==> src/rtl/magnitude_comparator_if.sv <==
// Operand/result bundle for the registered magnitude comparator.
// The master drives the two operands and watches the flag; the
// comparator itself sits on the slave side.
interface magnitude_comparator_if #(
    parameter int WIDTH = 10
);
    logic [WIDTH-1:0] A;
    logic [WIDTH-1:0] B;
    logic             result;

    modport master (
        output A,
        output B,
        input  result
    );

    modport slave (
        input  A,
        input  B,
        output result
    );
endinterface

==> src/rtl/magnitude_comparator.sv <==
// Registered unsigned magnitude comparator: result goes high one edge
// after A is strictly greater than B.
// The computer player in tug-of-war feeds A with a zero-extended switch
// threshold and B with an LFSR value, so result acts as a random "press".
// Optional macro COMPARATOR_INPUT_REG_EN adds a register stage on both
// operands, making the total latency two edges; the ports do not change.
module magnitude_comparator #(
    parameter int WIDTH = 10
) (
    input  logic                   clk,
    input  logic                   reset,
    magnitude_comparator_if.slave  cmp_bus
);

    // Operands as seen by the compare cascade.
    logic [WIDTH-1:0] cmp_a;
    logic [WIDTH-1:0] cmp_b;

    // Per-bit greater/equal terms, kept as vectors so the cascade is easy to trace.
    logic [WIDTH-1:0] gt_bit;
    logic [WIDTH-1:0] eq_bit;

    // Running cascade state and the registered flag.
    logic gt_acc;
    logic eq_prefix;
    logic result_d;
    logic result_q;

`ifdef COMPARATOR_INPUT_REG_EN
    logic [WIDTH-1:0] a_d;
    logic [WIDTH-1:0] a_q;
    logic [WIDTH-1:0] b_d;
    logic [WIDTH-1:0] b_q;

    // Next value of the operand capture registers is simply the live bus.
    always_comb begin
        a_d = cmp_bus.A;
        b_d = cmp_bus.B;
    end

    // Operand capture stage; cleared on reset so the flag stays low two edges.
    always_ff @(posedge clk) begin
        if (reset) begin
            a_q <= '0;
            b_q <= '0;
        end else begin
            a_q <= a_d;
            b_q <= b_d;
        end
    end

    assign cmp_a = a_q;
    assign cmp_b = b_q;
`else
    assign cmp_a = cmp_bus.A;
    assign cmp_b = cmp_bus.B;
`endif

    // Per-bit terms: A bit set where B bit is clear, and bitwise equality.
    always_comb begin
        gt_bit = cmp_a & ~cmp_b;
        eq_bit = ~(cmp_a ^ cmp_b);
    end

    // MSB-first cascade: a bit decides only if every higher bit was equal.
    always_comb begin
        gt_acc    = 1'b0;
        eq_prefix = 1'b1;
        for (int i = WIDTH - 1; i >= 0; i--) begin
            gt_acc    = gt_acc | (eq_prefix & gt_bit[i]);
            eq_prefix = eq_prefix & eq_bit[i];
        end
        result_d = gt_acc;
    end

    // Output flag register; reset wins over any pending comparison.
    always_ff @(posedge clk) begin
        if (reset) begin
            result_q <= 1'b0;
        end else begin
            result_q <= result_d;
        end
    end

    assign cmp_bus.result = result_q;

endmodule

==> src/flat_wrapper.sv <==
// flat-port wrapper written by rule: the top's interface ports become plain ports
module magnitude_comparator_flat 
#(
    parameter int WIDTH = 10
)
  (clk, reset, cmp_bus_A, cmp_bus_B, cmp_bus_result);
  magnitude_comparator_if #(.WIDTH(WIDTH)) cmp_bus_i ();
  input  logic clk;
  input  logic reset;
  input wire logic [$bits(cmp_bus_i.A)-1:0] cmp_bus_A;
  input wire logic [$bits(cmp_bus_i.B)-1:0] cmp_bus_B;
  output wire logic [$bits(cmp_bus_i.result)-1:0] cmp_bus_result;
  assign cmp_bus_i.A = cmp_bus_A;
  assign cmp_bus_i.B = cmp_bus_B;
  assign cmp_bus_result = cmp_bus_i.result;
  magnitude_comparator #(.WIDTH(WIDTH)) u_core (.clk(clk), .reset(reset), .cmp_bus(cmp_bus_i));
endmodule
==> config.mk <==
export PLATFORM = sky130hd
export DESIGN_NAME = magnitude_comparator_flat
export DESIGN_NICKNAME = d
export VERILOG_FILES = /design/src/rtl/magnitude_comparator_if.sv /design/src/rtl/magnitude_comparator.sv /design/src/flat_wrapper.sv
export SDC_FILE = /design/constraint.sdc
export NUM_CORES = 1
export LEC_CHECK = 0
export CAP_MARGIN = 40
export CORE_AREA = 2 2 39 41
export CTS_BUF_LIST = sky130_fd_sc_hd__clkbuf_8 sky130_fd_sc_hd__clkbuf_16
export CTS_CLUSTER_SIZE = 8
export DETAILED_ROUTE_END_ITERATION = 7
export DIE_AREA = 0 0 41 43
export PLACE_DENSITY = 0.62
export RECOVER_POWER = 50
export REMOVE_ABC_BUFFERS = 1
export SLEW_MARGIN = 30
export SYNTH_ARGS = -nofsm -noshare
export SYNTH_HDL_FRONTEND = slang
export SYNTH_SLANG_ARGS = --single-unit
==> constraint.sdc <==
create_clock -name clk -period 1.35 [get_ports clk]
set_input_delay 0.27 -clock clk [delete_from_list [all_inputs] [get_ports clk]]
set_output_delay 0.27 -clock clk [all_outputs]
set_load 0.05 [all_outputs]
==> impl_results.md, run 1 <==
* Slew HR at 59.7%
* Max VDD drop at 0.151 mV
* Residual DRC at 0
* Commonest non-fill, non-tap cells in the layout: 6 x clkbuf_2, 6 x buf_6, 5 x inv_2, 5 x ha_4
* Vias in the first global route at 289
* Total GRT Usage at 7.60%
* DIE AREA at 1760 µm²
* RSZ-0062 raised after global routing: yes
* Via count at 309
* Dpl cell area at 508 µm²
* Layout area overhead at 133%
* Synthesized instance count at 31
* Sequential cell area at 20.0 µm²
* Post-synthesis instance area at 250 µm²
* HP Class: in2reg
* Final setup viols at 1
* Hold path depth at 4
* WS Path Type: in2reg
* First DRT Iteration DRCs at 0
* Crit path required time at 1.22 ns
* Max_cap viols at 0
* Final non-filler cell area at 584 µm²
* Post-route minimum period at 1.44 ns
* Cell Rows at 14
* Core area at 1380 µm²
* Hold wc startpoint: cmp_bus_A[9]
* Yosys reg bits at 1
* Synth warnings at 0
* Initial antenna violation count at 0
* Worst Hold Path EP: u_core.cmp_bus.result$_SDFF_PP0_
* Multi-input logic area at 300 µm²
* DRT Wirelength at 660 µm
* GP Congestion at 0.617
* Remaining Overflow, GRT at 0
* Die Span Y at 43 µm
* Final Max Tran Viols at 0
* CP max FO at 3
* Initial core utilization at 18.1%
* Routed length per instance at 9.30 µm
* Final Worst Setup Slack at -0.0929 ns
* ANT cells at 0
* Crit path arrival time at 1.31 ns
* Layout cells sized above 1 at 61.8%
* Pwr/cell area at 350 nW/µm²
* HPWL after detailed placement at 522 µm
* Largest net degree at the start of global routing at 4
* Fillers at 141
* First-pass GRT wire length at 1000 µm
* Clock transition at path regs at 0 ns
* Synth cell types at 13
* Final Hold Vio Count at 0
* LEAKAGE at 0.277 nW
* Die Width at 41 µm
* Crit path capture type: register
* Worst slew pin tran at 0.607 ns
* Utilization after layout at 42.2%
* Startpoint Class: primary input
* Failing checks: setup timing
* Final period util at 107%
* First-pass DRT Iterations at 1
* Peak Freq at 693 MHz
* Total Nets Final at 88
* Post-CTS Hold Fix Bufs at 0
* Port bufs at 22
* I/O pin cnt at 23
* Syn avg cell area at 8.07 µm²
* Routed Antenna Nets at 0
* Vias/cell at 4.35
* Status: finished with violations
* Register area share after synthesis at 8.00%
* Largest register FFs at 1
* Worst Setup SP: cmp_bus_B[3]
* Pwr Total at 205 µW
-- how the worst max path moves through the flow --
stage               slack (ns)                               end
floorplan                 0.04  u_core.cmp_bus.result$_SDFF_PP0_
global placement         -0.54  u_core.cmp_bus.result$_SDFF_PP0_
detailed placement       -0.54  u_core.cmp_bus.result$_SDFF_PP0_
CTS                      -0.11  u_core.cmp_bus.result$_SDFF_PP0_
global route             -0.13  u_core.cmp_bus.result$_SDFF_PP0_
finish                   -0.09  u_core.cmp_bus.result$_SDFF_PP0_
-- worst max-delay path: stages --
cell and delay [ns]:
buf_8 0.07, inv_4 0.03, ha_4 0.15, or4_4 0.54
a31oi_4 0.17, o32ai_2 0.09
-- through the flow --
step / hold slack [ns] / setup slack, ns / std cells / setup TNS, ns
floorplan: 0.367 / 0.0411 / 31 / 0
global placement: 0.722 / -0.538 / 70 / -0.538
detailed placement: 0.721 / -0.538 / 70 / -0.538
CTS: 0.721 / -0.108 / 71 / -0.108
global route: 0.715 / -0.128 / 71 / -0.128
finish: 0.687 / -0.0929 / 71 / -0.0929
-- cell type report --
cell class	instances	share of cell area, %
inverter	10	6.85
multi-input combinational	20	51.4
sequential	1	3.43
tap	16	3.43
timing repair buffer	24	34.9
-- cells by family (layout without fill, tap and decap cells) --
| kind of cell | after synthesis | after routing | synth area share (%) |
|---|---|---|---|
| AOI/OAI and AO/OA | 7 | 7 | 20.5 |
| buffers and inverters | 10 | 34 | 15.0 |
| DFF | 1 | 1 | 8.00 |
| adders and majority gates | 9 | 9 | 45.0 |
| and+or+nand+nor | 4 | 4 | 11.5 |
-- what timing repair did --
action / CTS / global route
endpoints found under the setup margin: 1 / 1
pin swaps: 14 / 6
resized for setup: 54 / 22
buffers inserted: 1 / 0
-- synth_stat cells, drive strengths merged --
cell	number	area, µm²
inv	10	37.5
nand4b	1	8.76
o21a	1	7.51
or4	1	7.51
a221oi	1	8.76
a21o	2	15.0
or3	1	6.26
a31oi	1	6.26
ha	9	113
and3	1	6.26
dfxtp	1	20.0
a21oi	1	5.00
o32ai	1	8.76
-- layer usage --
metal,wire (µm),GRT usage [%],vias up
li1,-,-,159
met1,269,9.52,137
met2,339,14.1,13
met3,51,0.524,0
met4,0,0,0
met5,0,0,-
-- power by group --
part           total (mW)  internal (mW)  switching [mW]
logic               0.171          0.103          0.0686
clock network           0              0               0
registers          0.0333         0.0328        0.000513
total               0.205          0.136          0.0691
Note: power is estimated with default switching activity, not from simulation.
==> run 2, diff against run 1 <==
- PLACE_DENSITY: 0.62 -> 0.6
- clock period: 1.35 -> 1.5 ns (I/O delays scaled with it)
==> run 2 against run 1 <==
  * The flow now finishes without violations
  * Global-route usage grew 1.4 points
  * Combinational power is 9.9% lower
  * Power is 10% lower
  * Wire length up 15%
==> impl_results.md, run 2 (synthesis gave the netlist of run 1 again) <==
* HPWL after detailed placement at 525 µm (+0.52%)
* ANT cells at 0 (unchanged)
* Final Hold Vio Count at 0 (unchanged)
* Final setup viols at 0 (-1)
* Startpoint Class: primary input
* Commonest non-fill, non-tap cell in the layout: ha_4
* Utilization after layout at 42.5% (+0.27 points)
* Crit-path cells: buf_8 -> inv_4 -> ha_4 -> or4_4 -> a31oi_4 -> o32ai_2
* DRT Wirelength at 759 µm (+15%)
* Largest net degree at the start of global routing at 3 (-1)
* Crit path required time at 1.37 ns (+0.15 ns)
* Post-route minimum period at 1.47 ns
* Worst slew pin tran at 0.593 ns (-0.0146 ns)
* First-pass DRT Iterations at 2 (+1)
* Routed length per instance at 10.5 µm (+13%)
* Cell Rows at 14 (unchanged)
* Initial core utilization at 18.1% (unchanged)
* Die Width at 41 µm (unchanged)
* Max_cap viols at 0 (unchanged)
* Via count at 305 (-1.3%)
* I/O pin cnt at 23 (unchanged)
* Pwr/cell area at 313 nW/µm² (-11%)
* Layout cells sized above 1 at 62.5% (+0.68 points)
* Final non-filler cell area at 588 µm² (+0.64%)
* Commonest non-fill, non-tap cells in the layout: 6 x ha_4, 5 x inv_2, 5 x clkbuf_2
* Slew HR at 60.7% (+0.97 points)
* HP Class: in2reg
* CP max-delay cell: or4_4
* Status: complete, no violations
* Remaining Overflow, GRT at 0 (unchanged)
* First-pass GRT wire length at 1170 µm (+17%)
* Vias/cell at 4.24 (-2.7%)
* Vias in the first global route at 312 (+8.0%)
* Core area at 1380 µm² (unchanged)
* Dpl cell area at 495 µm² (-2.5%)
* Total Nets Final at 89 (+1.1%)
* Crit path arrival time at 1.33 ns (+0.02 ns)
* GRT met1 Usage at 11.7% (+2.2 points)
* Final period util at 97.8%
* Fillers at 155 (+9.9%)
* Crit path capture type: register
* First DRT Iteration DRCs at 2 (+2)
* CP max FO at 2 (-1)
* Layout area overhead at 135%
* Crit path buf inv count at 2 (unchanged)
* Setup TNS at 0 ns (+0.0929 ns)
* Grt met3 use at 0.524% (unchanged)
* Family with the most delay on the worst path: simple AND/OR/NAND/NOR gates
* Residual DRC at 0 (unchanged)
* Worst Setup SP: cmp_bus_B[2]
* Busiest grt layer: met2
* GP Congestion at 0.549 (-11%)
* Initial antenna violation count at 0 (unchanged)
* Final Max Tran Viols at 0 (unchanged)
* Worst slack at placement at -0.380 ns (+0.158 ns)
* Routed Antenna Nets at 0 (unchanged)
* Hold wc startpoint: cmp_bus_A[9]
* Pwr Total at 184 µW (-10%)
* LEAKAGE at 0.277 nW (about the same)
* DIE AREA at 1760 µm² (unchanged)
* Global routing met2 resource utilization at 16.3% (+2.2 points)
* Total GRT Usage at 9.00% (+1.4 points)
* Final Worst Setup Slack at 0.0324 ns (+0.125 ns)
* Port bufs at 22 (unchanged)
* Slowest Stage Delay on Critical Path at 0.54 ns (about the same)
* WS Path Type: in2reg
* Die Span Y at 43 µm (unchanged)
* Largest register FFs at 1 (unchanged)
* Peak Freq at 681 MHz
* Max VDD drop at 0.125 mV (-17%)
* Clock transition at path regs at 0 ns (unchanged)
run 2: path summary, 6_finish.rpt:
| check | endpoint | depth (start not counted) | slack (ns) |
|---|---|---|---|
| setup / recovery | u_core.cmp_bus.result$_SDFF_PP0_ | 6 | 0.03 |
| hold / removal | u_core.cmp_bus.result$_SDFF_PP0_ | 4 | 0.74 |
run 2: metal layers:
metal  routed length [µm]  share of wire, %
met3                   69               9.1
met1                  293                39
met5                    0                 0
met4                    0                 0
met2                  397                52
run 2: repair_timing:
item	in CTS	in global routing
endpoints found under the setup margin	1	1
resized for setup	44	29
setup buffers	0	2
gates cloned	0	0
pin swaps	13	8
hold buffers	0	0
run 2: area by class of cell:
| cell class | count | area (µm²) | area share, % |
|---|---|---|---|
| Sequential cell | 1 | 20.0 | 3.40 |
| Tap cell | 16 | 20.0 | 3.40 |
| Timing Repair Buffer | 25 | 194 | 33.0 |
| Inverter | 10 | 40.0 | 6.81 |
| Multi-Input combinational cell | 20 | 314 | 53.4 |
run 2: stage by stage:
stage               cells  hold WS, ns
floorplan              31        0.397
global placement       70        0.759
detailed placement     70        0.755
CTS                    70        0.756
global route           72        0.777
finish                 72        0.737
run 2: where the power goes:
group / internal (mW) / leakage, nW / switching [mW] / total (mW)
Sequential: 0.0295 / 0.00830 / 0.000466 / 0.0300
Clock: 0 / 0 / 0 / 0
Combinational: 0.0894 / 0.269 / 0.0648 / 0.154
Total: 0.119 / 0.277 / 0.0653 / 0.184
==> run 3, diff against run 2 <==
- clock period: 1.5 -> 1.43 ns (I/O delays scaled with it)
==> run 3 against run 2 <==
  * The run now ends with setup timing left
  * First-iteration DRC count is the same
  * Utilization increased by 1.5 points
  * Flip-flop and latch count unchanged
  * Sequential power grew 5%
  * Largest power group unchanged
==> impl_results.md, run 3 (synthesis gave the netlist of run 1 again) <==
* Commonest non-fill, non-tap cells in the layout: 6 x ha_4, 5 x inv_2, 5 x clkdlybuf4s15_1
* Pwr/cell area at 339 nW/µm² (+8.1%)
* Largest register FFs at 1 (unchanged)
* Layout cells sized above 1 at 60.7% (-1.8 points)
* Routed Antenna Nets at 0 (unchanged)
* RSZ-0062 raised after global routing: yes
* Worst slew pin tran at 0.596 ns (+0.00307 ns)
* ANT cells at 0 (unchanged)
* Via count at 317 (+3.9%)
* First-pass GRT wire length at 1210 µm (+2.9%)
* LEAKAGE at 0.278 nW (+0.35%)
* Die Width at 41 µm (unchanged)
* Vias in the first global route at 325 (+4.2%)
* Setup TNS at -0.0209 ns (-0.0209 ns)
* Cell Rows at 14 (unchanged)
* Port bufs at 22 (unchanged)
* Pwr Total at 206 µW (+12%)
* Worst Setup SP: cmp_bus_B[1]
* Die Span Y at 43 µm (unchanged)
* Crit path capture type: register
* Remaining Overflow, GRT at 0 (unchanged)
* Initial core utilization at 18.1% (unchanged)
* Worst Hold Path EP: u_core.cmp_bus.result$_SDFF_PP0_
* GP Congestion at 0.585 (+6.7%)
* Total GRT Usage at 9.21% (+0.21 points)
* CP max FO at 1 (-1)
* Final setup viols at 1 (+1)
* Slew HR at 60.5% (-0.20 points)
* Core area at 1380 µm² (unchanged)
* Post-CTS Hold Fix Bufs at 0 (unchanged)
* Final Hold Vio Count at 0 (unchanged)
* Post-route minimum period at 1.45 ns
* DRT Wirelength at 776 µm (+2.2%)
* Final Worst Setup Slack at -0.0209 ns (-0.0534 ns)
* Total Nets Final at 89 (unchanged)
* Max VDD drop at 0.0899 mV (-28%)
* Residual DRC at 0 (unchanged)
* Hold path depth at 4 (unchanged)
* Fillers at 145 (-6.5%)
* Hold wc startpoint: cmp_bus_A[1]
* HPWL after detailed placement at 525 µm (+0.11%)
* Worst slack at placement at -0.453 ns (-0.0726 ns)
* Status: finished with violations
* HP Class: in2reg
* Commonest non-fill, non-tap cell in the layout: ha_4
* First-pass DRT Iterations at 4 (+2)
* Initial antenna violation count at 0 (unchanged)
* Failing checks: setup timing
* Vias/cell at 4.40 (+3.9%)
* Final Max Tran Viols at 0 (unchanged)
* Crit path required time at 1.30 ns (-0.07 ns)
* I/O pin cnt at 23 (unchanged)
* Routed length per instance at 10.8 µm (+2.2%)
* DIE AREA at 1760 µm² (unchanged)
* Peak Freq at 689 MHz
* Startpoint Class: primary input
* Crit path arrival time at 1.32 ns (about the same)
* WS Path Type: in2reg
* First DRT Iteration DRCs at 2 (unchanged)
* Largest net degree at the start of global routing at 3 (unchanged)
* Clock transition at path regs at 0 ns (unchanged)
* Layout area overhead at 143%
* Final period util at 101%
* Max_cap viols at 0 (unchanged)
-- run 3: cell types whose count changed in the layout (fill, tap and decap cells not counted), sizes merged --
| cell | before | now |
|---|---|---|
| clkdlybuf4s15 | 2 | 5 |
| dlygate4sd2 | 4 | 2 |
| clkbuf | 6 | 5 |
-- run 3: worst max path at each step --
stage                                            end  slack (ns)
floorplan           u_core.cmp_bus.result$_SDFF_PP0_        0.11
global placement    u_core.cmp_bus.result$_SDFF_PP0_       -0.41
detailed placement  u_core.cmp_bus.result$_SDFF_PP0_       -0.45
global route        u_core.cmp_bus.result$_SDFF_PP0_       -0.07
CTS                 u_core.cmp_bus.result$_SDFF_PP0_       -0.03
finish              u_core.cmp_bus.result$_SDFF_PP0_       -0.02
-- run 3: critical path, stage by stage --
cell and delay [ns]:
buf_6 0.08, inv_4 0.03, ha_4 0.14, or4_4 0.54, a31oi_4 0.17, o32ai_2 0.09
-- run 3: report_power, final --
part / internal [mW] / switching, mW
clock: 0 / 0
sequential: 0.0310 / 0.000559
combinational: 0.102 / 0.0732
-- run 3: per-stage QoR --
step | area [µm²] | util [%] | hold WS [ns] | cells
global placement | 508 | 36.7 | 0.740 | 70
floorplan | 250 | - | 0.383 | 31
CTS | 551 | 39.8 | 0.737 | 70
global route | 609 | 44.0 | 0.848 | 72
detailed placement | 508 | 36.7 | 0.738 | 70
finish | 609 | 44.0 | 0.789 | 72
-- run 3: routing by layer --
layer	part of all wire, %	vias to the layer above	routed length, µm	global-route usage [%]
met5	0	-	0	0
met1	36	142	281	9.87
met3	9.4	0	73	0.524
met2	54	15	422	18.8
li1	-	160	-	-
met4	0	0	0	0
-- run 3: cell type report --
| cell class | instances | area, µm² | share of cell area [%] |
|---|---|---|---|
| multi-input combinational | 20 | 325 | 53.4 |
| timing repair buffer | 25 | 204 | 33.5 |
| sequential | 1 | 20.0 | 3.29 |
| inverter | 10 | 40.0 | 6.57 |
| tap | 16 | 20.0 | 3.29 |
-- run 3: what timing repair did --
action,4_1_cts,5_1_grt
endpoints found under the setup margin,1,1
setup buffers,0,2
gates resized for setup,51,24
pin swaps,13,12
